===== config.mk =====
export PLATFORM = sky130hd
export DESIGN_NAME = ad9826_sequencer
export DESIGN_NICKNAME = d
export VERILOG_FILES = /design/src/rtl/ad9826_pkg.sv /design/src/rtl/sync2.sv /design/src/rtl/ad9826_sequencer.sv
export SDC_FILE = /design/constraint.sdc
export NUM_CORES = 1
export LEC_CHECK = 0
export ABC_AREA = 1
export CAP_MARGIN = 15
export CORE_MARGIN = 2
export CORE_UTILIZATION = 30
export CTS_BUF_LIST = sky130_fd_sc_hd__clkbuf_8
export CTS_CLUSTER_SIZE = 30
export DETAILED_ROUTE_END_ITERATION = 8
export GPL_ROUTABILITY_DRIVEN = 1
export PLACE_DENSITY = 0.52
export REMOVE_ABC_BUFFERS = 1
export SYNTH_ARGS = -nofsm -noshare
export SYNTH_HDL_FRONTEND = slang
export SYNTH_SLANG_ARGS = --single-unit

===== constraint.sdc =====
create_clock -name clk -period 2.2 [get_ports clk]
set_input_delay 0.55 -clock clk [delete_from_list [all_inputs] [get_ports clk]]
set_output_delay 0.55 -clock clk [all_outputs]
set_load 0.02 [all_outputs]

===== src/rtl/ad9826_pkg.sv =====
// Shared types for the AD9826 configuration sequencer: FSM states, register
// addresses and the engine command-word layout.
package ad9826_pkg;

  typedef enum logic [2:0] {
    S_STARTUP,
    S_LOAD,
    S_START,
    S_RDWAIT,
    S_RDACK,
    S_DONE,
    S_NEXT,
    S_IDLE
  } state_t;

  localparam logic [2:0] ADDR_CONFIG = 3'd0;
  localparam logic [2:0] ADDR_MUX    = 3'd1;
  localparam logic [2:0] ADDR_PGA_R  = 3'd2;
  localparam logic [2:0] ADDR_PGA_G  = 3'd3;
  localparam logic [2:0] ADDR_PGA_B  = 3'd4;
  localparam logic [2:0] ADDR_OFFS_R = 3'd5;
  localparam logic [2:0] ADDR_OFFS_G = 3'd6;
  localparam logic [2:0] ADDR_OFFS_B = 3'd7;

  localparam int CW_RW       = 15;
  localparam int CW_ADDR_LSB = 12;
  localparam int CW_DATA_W   = 9;

  // Reads carry no payload, so the data field is zeroed for them.
  function automatic logic [15:0] make_cfg_word(input logic rw, input logic [2:0] addr,
                                                input logic [8:0] data);
    logic [15:0] w;
    w = '0;
    w[CW_RW] = rw;
    w[CW_ADDR_LSB +: 3] = addr;
    w[CW_DATA_W-1:0] = rw ? 9'h000 : data;
    return w;
  endfunction

endpackage


===== src/rtl/sync2.sv =====
// Two-flop synchroniser for a single level signal crossing into clk.
// Latency: 2 clk cycles; no backpressure.
module sync2 (
  input  logic clk,
  input  logic rst_n,
  input  logic d,
  output logic q
);

  logic meta;

  always_ff @(posedge clk or negedge rst_n) begin
    if (!rst_n) begin
      meta <= 1'b0;
      q    <= 1'b0;
    end else begin
      meta <= d;
      q    <= meta;
    end
  end

endmodule


===== src/rtl/ad9826_sequencer.sv =====
// AD9826 config-port master: writes the init table after reset, then serves host
// read/write requests one at a time; host waits on host_ready/host_ack. AD9826_READBACK_VERIFY_EN adds verify reads.
module ad9826_sequencer
  import ad9826_pkg::*;
#(
  parameter int         STARTUP_CYCLES = 1000,
  parameter int         TIMEOUT_CYCLES = 4096,
  parameter logic [8:0] INIT_R0 = 9'h0C8,
  parameter logic [8:0] INIT_R1 = 9'h0C0,
  parameter logic [8:0] INIT_R2 = 9'h000,
  parameter logic [8:0] INIT_R3 = 9'h000,
  parameter logic [8:0] INIT_R4 = 9'h000,
  parameter logic [8:0] INIT_R5 = 9'h000,
  parameter logic [8:0] INIT_R6 = 9'h000,
  parameter logic [8:0] INIT_R7 = 9'h000
) (
  input  logic        clk,
  input  logic        rst_n,
  input  logic        host_req,
  input  logic        host_rw,
  input  logic [2:0]  host_addr,
  input  logic [8:0]  host_wdata,
  output logic        host_ready,
  output logic        host_ack,
  output logic [8:0]  host_rdata,
  output logic        init_done,
  output logic        error,
  output logic [15:0] cfg_word,
  output logic        cfg_toggle,
  input  logic        cfg_busy,
  input  logic        cfg_avail,
  output logic        cfg_recieved,
  input  logic [15:0] cfg_rdata
);

  localparam logic [8:0] INIT_TBL [8] = '{INIT_R0, INIT_R1, INIT_R2, INIT_R3,
                                          INIT_R4, INIT_R5, INIT_R6, INIT_R7};

  logic        busy_s, avail_s;
  state_t      state;
  logic [31:0] startup_cnt, tmo_cnt;
  logic [2:0]  idx;
  logic        serving, cur_rw;
  logic [2:0]  cur_addr;
  logic [8:0]  cur_wdata, rd_data;
  logic        init_rw, adv_init, tmo_hit;
  logic        rdata_unused;
`ifdef AD9826_READBACK_VERIFY_EN
  logic        verify_phase;
`endif

  assign rdata_unused = ^cfg_rdata[15:9];

  sync2 u_sync_busy  (.clk(clk), .rst_n(rst_n), .d(cfg_busy),  .q(busy_s));
  sync2 u_sync_avail (.clk(clk), .rst_n(rst_n), .d(cfg_avail), .q(avail_s));

  // Each table entry is a write, optionally followed by a read-back of the same address.
  always_comb begin
    init_rw  = 1'b0;
    adv_init = 1'b1;
`ifdef AD9826_READBACK_VERIFY_EN
    init_rw  = verify_phase;
    adv_init = verify_phase;
`endif
    tmo_hit = (tmo_cnt == 32'd0);
  end

  always_ff @(posedge clk or negedge rst_n) begin
    if (!rst_n) begin
      state        <= S_STARTUP;
      startup_cnt  <= '0;
      tmo_cnt      <= '0;
      idx          <= ADDR_CONFIG;
      serving      <= 1'b0;
      cur_rw       <= 1'b0;
      cur_addr     <= '0;
      cur_wdata    <= '0;
      rd_data      <= '0;
      cfg_word     <= '0;
      cfg_toggle   <= 1'b0;
      cfg_recieved <= 1'b0;
      host_ready   <= 1'b0;
      host_ack     <= 1'b0;
      host_rdata   <= '0;
      init_done    <= 1'b0;
      error        <= 1'b0;
`ifdef AD9826_READBACK_VERIFY_EN
      verify_phase <= 1'b0;
`endif
    end else begin
      cfg_toggle <= 1'b0;
      host_ack   <= 1'b0;
      case (state)
        S_STARTUP: begin
          if (startup_cnt >= 32'(STARTUP_CYCLES - 1)) begin
            idx     <= ADDR_CONFIG;
            serving <= 1'b0;
            state   <= S_LOAD;
          end else begin
            startup_cnt <= startup_cnt + 32'd1;
          end
        end
        S_LOAD: begin
          cfg_word   <= serving ? make_cfg_word(cur_rw, cur_addr, cur_wdata)
                                : make_cfg_word(init_rw, idx, INIT_TBL[idx]);
          cfg_toggle <= 1'b1;
          tmo_cnt    <= 32'(TIMEOUT_CYCLES - 1);
          rd_data    <= '0;
          state      <= S_START;
        end
        S_START, S_RDWAIT, S_RDACK, S_DONE: begin
          // A stuck engine must not hang init or the host, so expiry still finishes the item.
          if (tmo_hit) begin
            error        <= 1'b1;
            cfg_recieved <= 1'b0;
            rd_data      <= '0;
            state        <= S_NEXT;
          end else begin
            tmo_cnt <= tmo_cnt - 32'd1;
            case (state)
              S_START:  if (busy_s) state <= cfg_word[CW_RW] ? S_RDWAIT : S_DONE;
              S_RDWAIT: if (avail_s) begin
                rd_data      <= cfg_rdata[CW_DATA_W-1:0];
                cfg_recieved <= 1'b1;
                state        <= S_RDACK;
              end
              S_RDACK:  if (!avail_s) begin
                cfg_recieved <= 1'b0;
                state        <= S_DONE;
              end
              S_DONE:   if (!busy_s) state <= S_NEXT;
              default:  ;
            endcase
          end
        end
        S_NEXT: begin
          if (serving) begin
            host_ack   <= 1'b1;
            if (cur_rw) host_rdata <= rd_data;
            serving    <= 1'b0;
            host_ready <= 1'b1;
            state      <= S_IDLE;
          end else begin
`ifdef AD9826_READBACK_VERIFY_EN
            if (verify_phase && (rd_data != INIT_TBL[idx])) error <= 1'b1;
            verify_phase <= !verify_phase;
`endif
            if (!adv_init) begin
              state <= S_LOAD;
            end else if (idx == ADDR_OFFS_B) begin
              init_done  <= 1'b1;
              host_ready <= 1'b1;
              state      <= S_IDLE;
            end else begin
              idx   <= idx + 3'd1;
              state <= S_LOAD;
            end
          end
        end
        S_IDLE: begin
          if (host_req) begin
            host_ready <= 1'b0;
            serving    <= 1'b1;
            cur_rw     <= host_rw;
            cur_addr   <= host_addr;
            cur_wdata  <= host_wdata;
            state      <= S_LOAD;
          end
        end
        default: state <= S_STARTUP;
      endcase
    end
  end

endmodule


# After elaboration in Yosys (flattened, before gate mapping)
# Memories as Yosys holds them, arrays and structs flattened.
# Cells that the tools add are included.
totals:
  in_bits: 34
  register_bits: 128
  rom_bits: 72
  mem_count: 1
mem_list:
  columns: ["name", "words", "word_bits", "read_ports", "rd_clocked_by_memory_dff", "wr", "line", "rtl"]
  rows:
  - ["(no name shown)", 8, 9, 1, 0, 0, "ad9826_sequencer.sv:105", ": make_cfg_word(init_rw, idx, INIT_TBL[idx]);"]
op_classes:
  n_eq_ne: 23
  bitwise: 3
  muxes: 40
  n_reduce_logical: 20
  addsub: 3
  n_lt_le_gt_ge: 2
op_table:
  columns: ["operator", "count"]
  rows:
  - ["$pmux W32 S2", 1]
  - ["$mux W9", 6]
  - ["$mux W3", 13]
  - ["$add A32 B1 Y32 const B", 1]
  - ["$ge A32 B10 Y1 const B", 1]
  - ["$logic_not A32 Y1", 1]
  - ["$mux W32", 1]
  - ["$sub A32 B1 Y32 const B", 1]
  - ["$pmux W9 S2", 1]
  - ["$mux W16", 1]
  - ["$eq A3 B3 Y1 const B", 5]
  - ["$pmux W3 S5", 1]
  - ["$reduce_and A3 Y1", 5]
  - ["$pmux W3 S4", 1]
  - ["$mux W1", 11]
  - ["$ne A2 B2 Y1 const B", 5]
  - ["$ne A3 B3 Y1 const B", 3]
  - ["$ne A4 B3 Y1 const B", 2]
  - ["$ne A4 B4 Y1 const B", 2]
  - ["$reduce_and A2 Y1", 4]
  - ["$reduce_and A4 Y1", 2]
  - ["$reduce_and A7 Y1", 1]
  - ["$eq A3 B2 Y1 const B", 2]
  - ["$ne A3 B2 Y1 const B", 2]
  - ["other kinds (13)", 18]

# Longest topological paths before layout
depth:
  ltp_word: 5
  mapped_depth: 11

# Hierarchy
# From an unflattened synthesis, not the netlist that was laid out.
hier_totals:
  cells_unflattened: 767
  area_unflattened_um2: 6107.1
modules_own_cells:
  columns: ["mod", "seq_area_each_um2", "cells_each", "instances", "area_per_inst_um2"]
  rows:
  - ["ad9826_sequencer", 3027.9, 763, 1, 6007.0]
  - ["sync2", 50.0, 2, 2, 50.0]

# Worst setup path after synthesis
# Ideal clock, no wire load.
synth_timing:
  path_type: "register to register"
  startpoint: "register state[1]"
  endpoint: "register tmo_cnt[3]"
  setup_time_ns: 0.129
  stages_incl_launch_ff: 9
  n_path_buf: 2
  slack_ns: 0.305
  arrival_ns: 1.765
  path_cell_list: "dfrtp_1 > inv_2 > ha_1 > clkbuf_1 > inv_1 > clkbuf_1 > nand2_1 > o21ai_0 > nand3_1"
synth_via:
  elab_chain_len: 4
  word_cells_on_any_way: 10
  cone_classes: "eq/ne: 6; mux: 1; reduce/logical: 3"
synth_lines:
  columns: ["element", "line", "rtl"]
  rows:
  - ["start, declared", "ad9826_sequencer.sv:40", "state_t state;"]
  - ["start signal, assigned", "ad9826_sequencer.sv:121", "S_START: if (busy_s) state <= cfg_word[CW_RW] ? S_RDWAIT : S_DONE;"]
  - ["$eq A3 B3 Y1 / $eq A3 B2 Y1 (equally long branches)", "ad9826_sequencer.sv:93", "case (state)"]
  - ["$reduce_or A4 Y1", "ad9826_sequencer.sv:93", null]
  - ["$ne A2 B2 Y1 (no source line) / $reduce_bool A2 Y1 (equally long branches)", null, null]
  - ["$reduce_and A2 Y1 (no source line)", null, null]
  - ["end signal, assigned", "ad9826_sequencer.sv:107", "tmo_cnt <= 32'(TIMEOUT_CYCLES - 1);"]
  - ["end signal, assigned", "ad9826_sequencer.sv:119", "tmo_cnt <= tmo_cnt - 32'd1;"]
  - ["end, declared", "ad9826_sequencer.sv:41", "logic [31:0] startup_cnt, tmo_cnt;"]
# Parallel ways exist; a longest one is shown, timed or not.
# A chain may end at the register's enable or synchronous reset.

# Worst setup path in the final report
layout_timing:
  startpoint: "register state[1]"
  endpoint: "register tmo_cnt[16]"
# The elaborated chain is that of the path after synthesis.

==> reports/metrics.yaml <==
outcome:
  status: "finished, final reports clean"
floorplan:
  start_util_pct: 30.5
  core-area_um2: 20200
  die_h_um: 147
  ios: 65
  rows: 52
  die_area_um2: 21700
  dieWidth_um: 147
global_routing:
  track_usage_pct: 14.2
  grt_max_degree: 44
  grt.overflow.total: 0
  grt_pass1_wl_um: 24600
  grt_pass1_vias: 4865
  grt_antenna_before_repair: 0
pwr:
  p_int_w: 0.00344
  p_leak_nw: 3.73
  combPwrFrac_pct: 2.3
  power.share.clock_pct: 46.8
  seqPwrFrac_pct: 50.9
  p_switching_w: 0.00108
  ir_drop_v: 0.000420
  power_density_nw_per_um2: 609
  sw_frac_of_total_pct: 23.8
sta:
  worst_slew_pin_slew_ns: 0.611
  hold_viol: 0
  rsz0062_at_grt: "no"
  setup-violations-final: 0
  setup_tns_ns: 0
  relSlewSlack_pct: 59.1
  post-route-period-util_pct: 91.2
  drv_slew: 0
  setup_slack_ns: 0.194
  fin_crit_ns: 2.01
  max_freq_mhz: 499
  skew_ns: 0.0108
cells_and_area:
  drive_gt1_share_pct: 10.3
  n_antenna_cell: 0
  final_nets: 859
  area_growth_syn_to_layout_pct: 20.6
worst_setup_path:
  worstSetupPathType: "reg2reg"
  crit_path_end_kind: "register"
  critical_path.max_fanout: 23
  start_kind: "register"
  worstPathArrival_ns: 2.34
  critical_path_required_ns: 2.54
logic_synthesis:
  synth_area_um2: 6160
  ys_top_cells_by_area: "dfrtp_1 51%, nand2_1 15%, nor2_1 6.5%"
  synthFlopType: "dfrtp_1"
  synth_edf_count: 0
  syn_inst: 765
  synth_top_area_share_pct: 50.8
  synth_cell_types: 40
  ys_ff_latch: 125
  yosysWarnings: 0
  netlist_top_cells_count: "239 x nand2_1, 125 x dfrtp_1, 107 x nor2_1, 49 x inv_1, 46 x nand3_1"
  yosysMostFrequentCell: "nand2_1"
  synth-async-reset-ratio_pct: 100
  synth_seq_area_share_pct: 50.8
  syn_avg_cell_area_um2: 8.05
  yosys.area.top_type: "dfrtp_1"
clock_tree:
  clk_root_buffer_cell: "clkbuf_8"
  cts_tree: "built"
  cts_max_level: 4
  ctsHoldBuffers: 0
  post_cts_buffers: 0
  ctsResizeCount: 0
  clockBufferDepth: 2
  cts_inserted_buffers: 17
  clkTransAtPathRegs_ns: 0.09
  clock_sinks: 125
  clkLatencyLatePin_ns: 0.45
drt:
  vias: 4903
  firstDrtPassIters: 5
  drt-initial-drc-count: 323
  post_drt_wl_per_cell_um: 12.9
  antenna_left: 0
  vias_per_cell: 4.46
  wirelength_um: 14100
  drc: 0
hold_path:
  min_path_type: "in2async"
placement:
  place_ws_ns: 0.237
  place_congestion: 0.843
  port_buffers: 54
  dp_hpwl_um: 10400
job:
  maxCapViolCount: 0
flip-flops by register name, indices dropped and copies added (netlist names), 3 cells and up:
register,count
cfg_word,13
state,3
tmo_cnt,32
idx,3
cur_addr,3
rd_data,9
host_rdata,9
cur_wdata,9
startup_cnt,32
critical path, cell delays in order, from the launching register on:
cell and delay (ns):
dfrtp_1 0.41, inv_2 0.17, ha_1 0.30, inv_1 0.09
buf_4 0.29, nand2_2 0.19, nand2_4 0.14, inv_1 0.15
nand2_1 0.10, nand2_1 0.05
routing by layer:
metal / wire length, um / global-route usage, % / vias up
li1: - / - / 2524
met1: 6900 / 19.5 / 2301
met2: 6660 / 22.4 / 67
met3: 430 / 3.51 / 11
met4: 154 / 3.70 / 0
met5: 0 / 0 / -
final timing paths:
| check | startpoint | to | slack, ns | cells past startpoint |
|---|---|---|---|---|
| setup / recovery | state[1]$_DFFE_PN0P_ | tmo_cnt[16]$_DFFE_PN0P_ | 0.19 | 9 |
| hold / removal | rst_n | host_rdata[4]$_DFFE_PN0P_ | 0.04 | 1 |
| setup reg to reg | state[1]$_DFFE_PN0P_ | tmo_cnt[16]$_DFFE_PN0P_ | 0.19 | 9 |
| hold reg to reg | u_sync_avail.meta$_DFF_PN0_ | u_sync_avail.q$_DFF_PN0_ | 0.36 | 0 |
| max in group asynchronous | rst_n | startup_cnt[2]$_DFFE_PN0P_ | 1.60 | 2 |
| min in group clk | u_sync_avail.meta$_DFF_PN0_ | u_sync_avail.q$_DFF_PN0_ | 0.36 | 0 |
power groups by stage:
stage / clock (W) / sequential, W / combinational (W)
4_1_cts: 0.00219 / 0.00230 / 0.000111
6_report: 0.00211 / 0.00230 / 0.000105
2_1_floorplan: 0 / 0.00235 / 0.00000452
5_1_grt: 0.00231 / 0.00230 / 0.000119
3_5_place_dp: 0 / 0.00235 / 0.000111
3_3_place_gp: 0 / 0.00235 / 0.000110
cell families (layout without fill, tap and decap cells):
family                   Yosys count  count (layout)  synth area share (%)
AO/OA/AOI/OAI                     68              68                  6.24
buffers and inverters             97             159                  6.76
AND/OR/NAND/NOR                  438             438                  30.1
other                              1               3                0.0609
adder cells (fa/ha/maj)            9               9                  1.83
XOR/XNOR                          18              18                  2.56
multiplexers                       9               9                  1.65
flip-flops                       125             125                  50.8
area by class of cell:
type	count	area (um^2)
fillers	2123	12700
flip-flops and latches	125	3130
multi-input cells	545	2620
repair buffers	71	716
well taps	270	338
clock buffers	19	262
inverters	56	210
clock inverters	13	155
placed cells by master (no fill, tap or decap), types with 4 or more instances in the layout:
master / netlist / routed
a21oi_1: 4 / 4
buf_12: 0 / 4
o21bai_1: 7 / 7
clkbuf_8: 0 / 19
o21ai_1: 25 / 25
clkdlybuf4s50_1: 0 / 53
dfrtp_1: 125 / 125
nor2_2: 4 / 4
nand2_2: 5 / 5
mux2_2: 9 / 9
nand3_1: 46 / 46
xnor2_1: 4 / 4
a31oi_1: 5 / 5
nor3_1: 5 / 5
nand4_1: 19 / 19
buf_4: 5 / 14
ha_1: 9 / 9
inv_2: 6 / 6
o21ai_0: 20 / 20
inv_6: 0 / 5
nand2_1: 239 / 239
nor2_1: 107 / 107
xor2_1: 14 / 14
clkinv_4: 0 / 4
inv_1: 49 / 49
per-stage QoR:
stage / cell area, um^2 / hold slack, ns / utilization (%) / total power, W / std cells
floorplan: 5960 / 0.254 / - / 0.00235 / 726
global placement: 7010 / 0.336 / 34.8 / 0.00246 / 1067
detailed placement: 7010 / 0.350 / 34.8 / 0.00246 / 1067
CTS: 7430 / 0.0261 / 36.8 / 0.00460 / 1099
global route: 7430 / 0.0319 / 36.8 / 0.00473 / 1099
finish: 7430 / 0.0389 / 36.8 / 0.00452 / 1099
No activity file was read; power rests on OpenSTA's default activity.
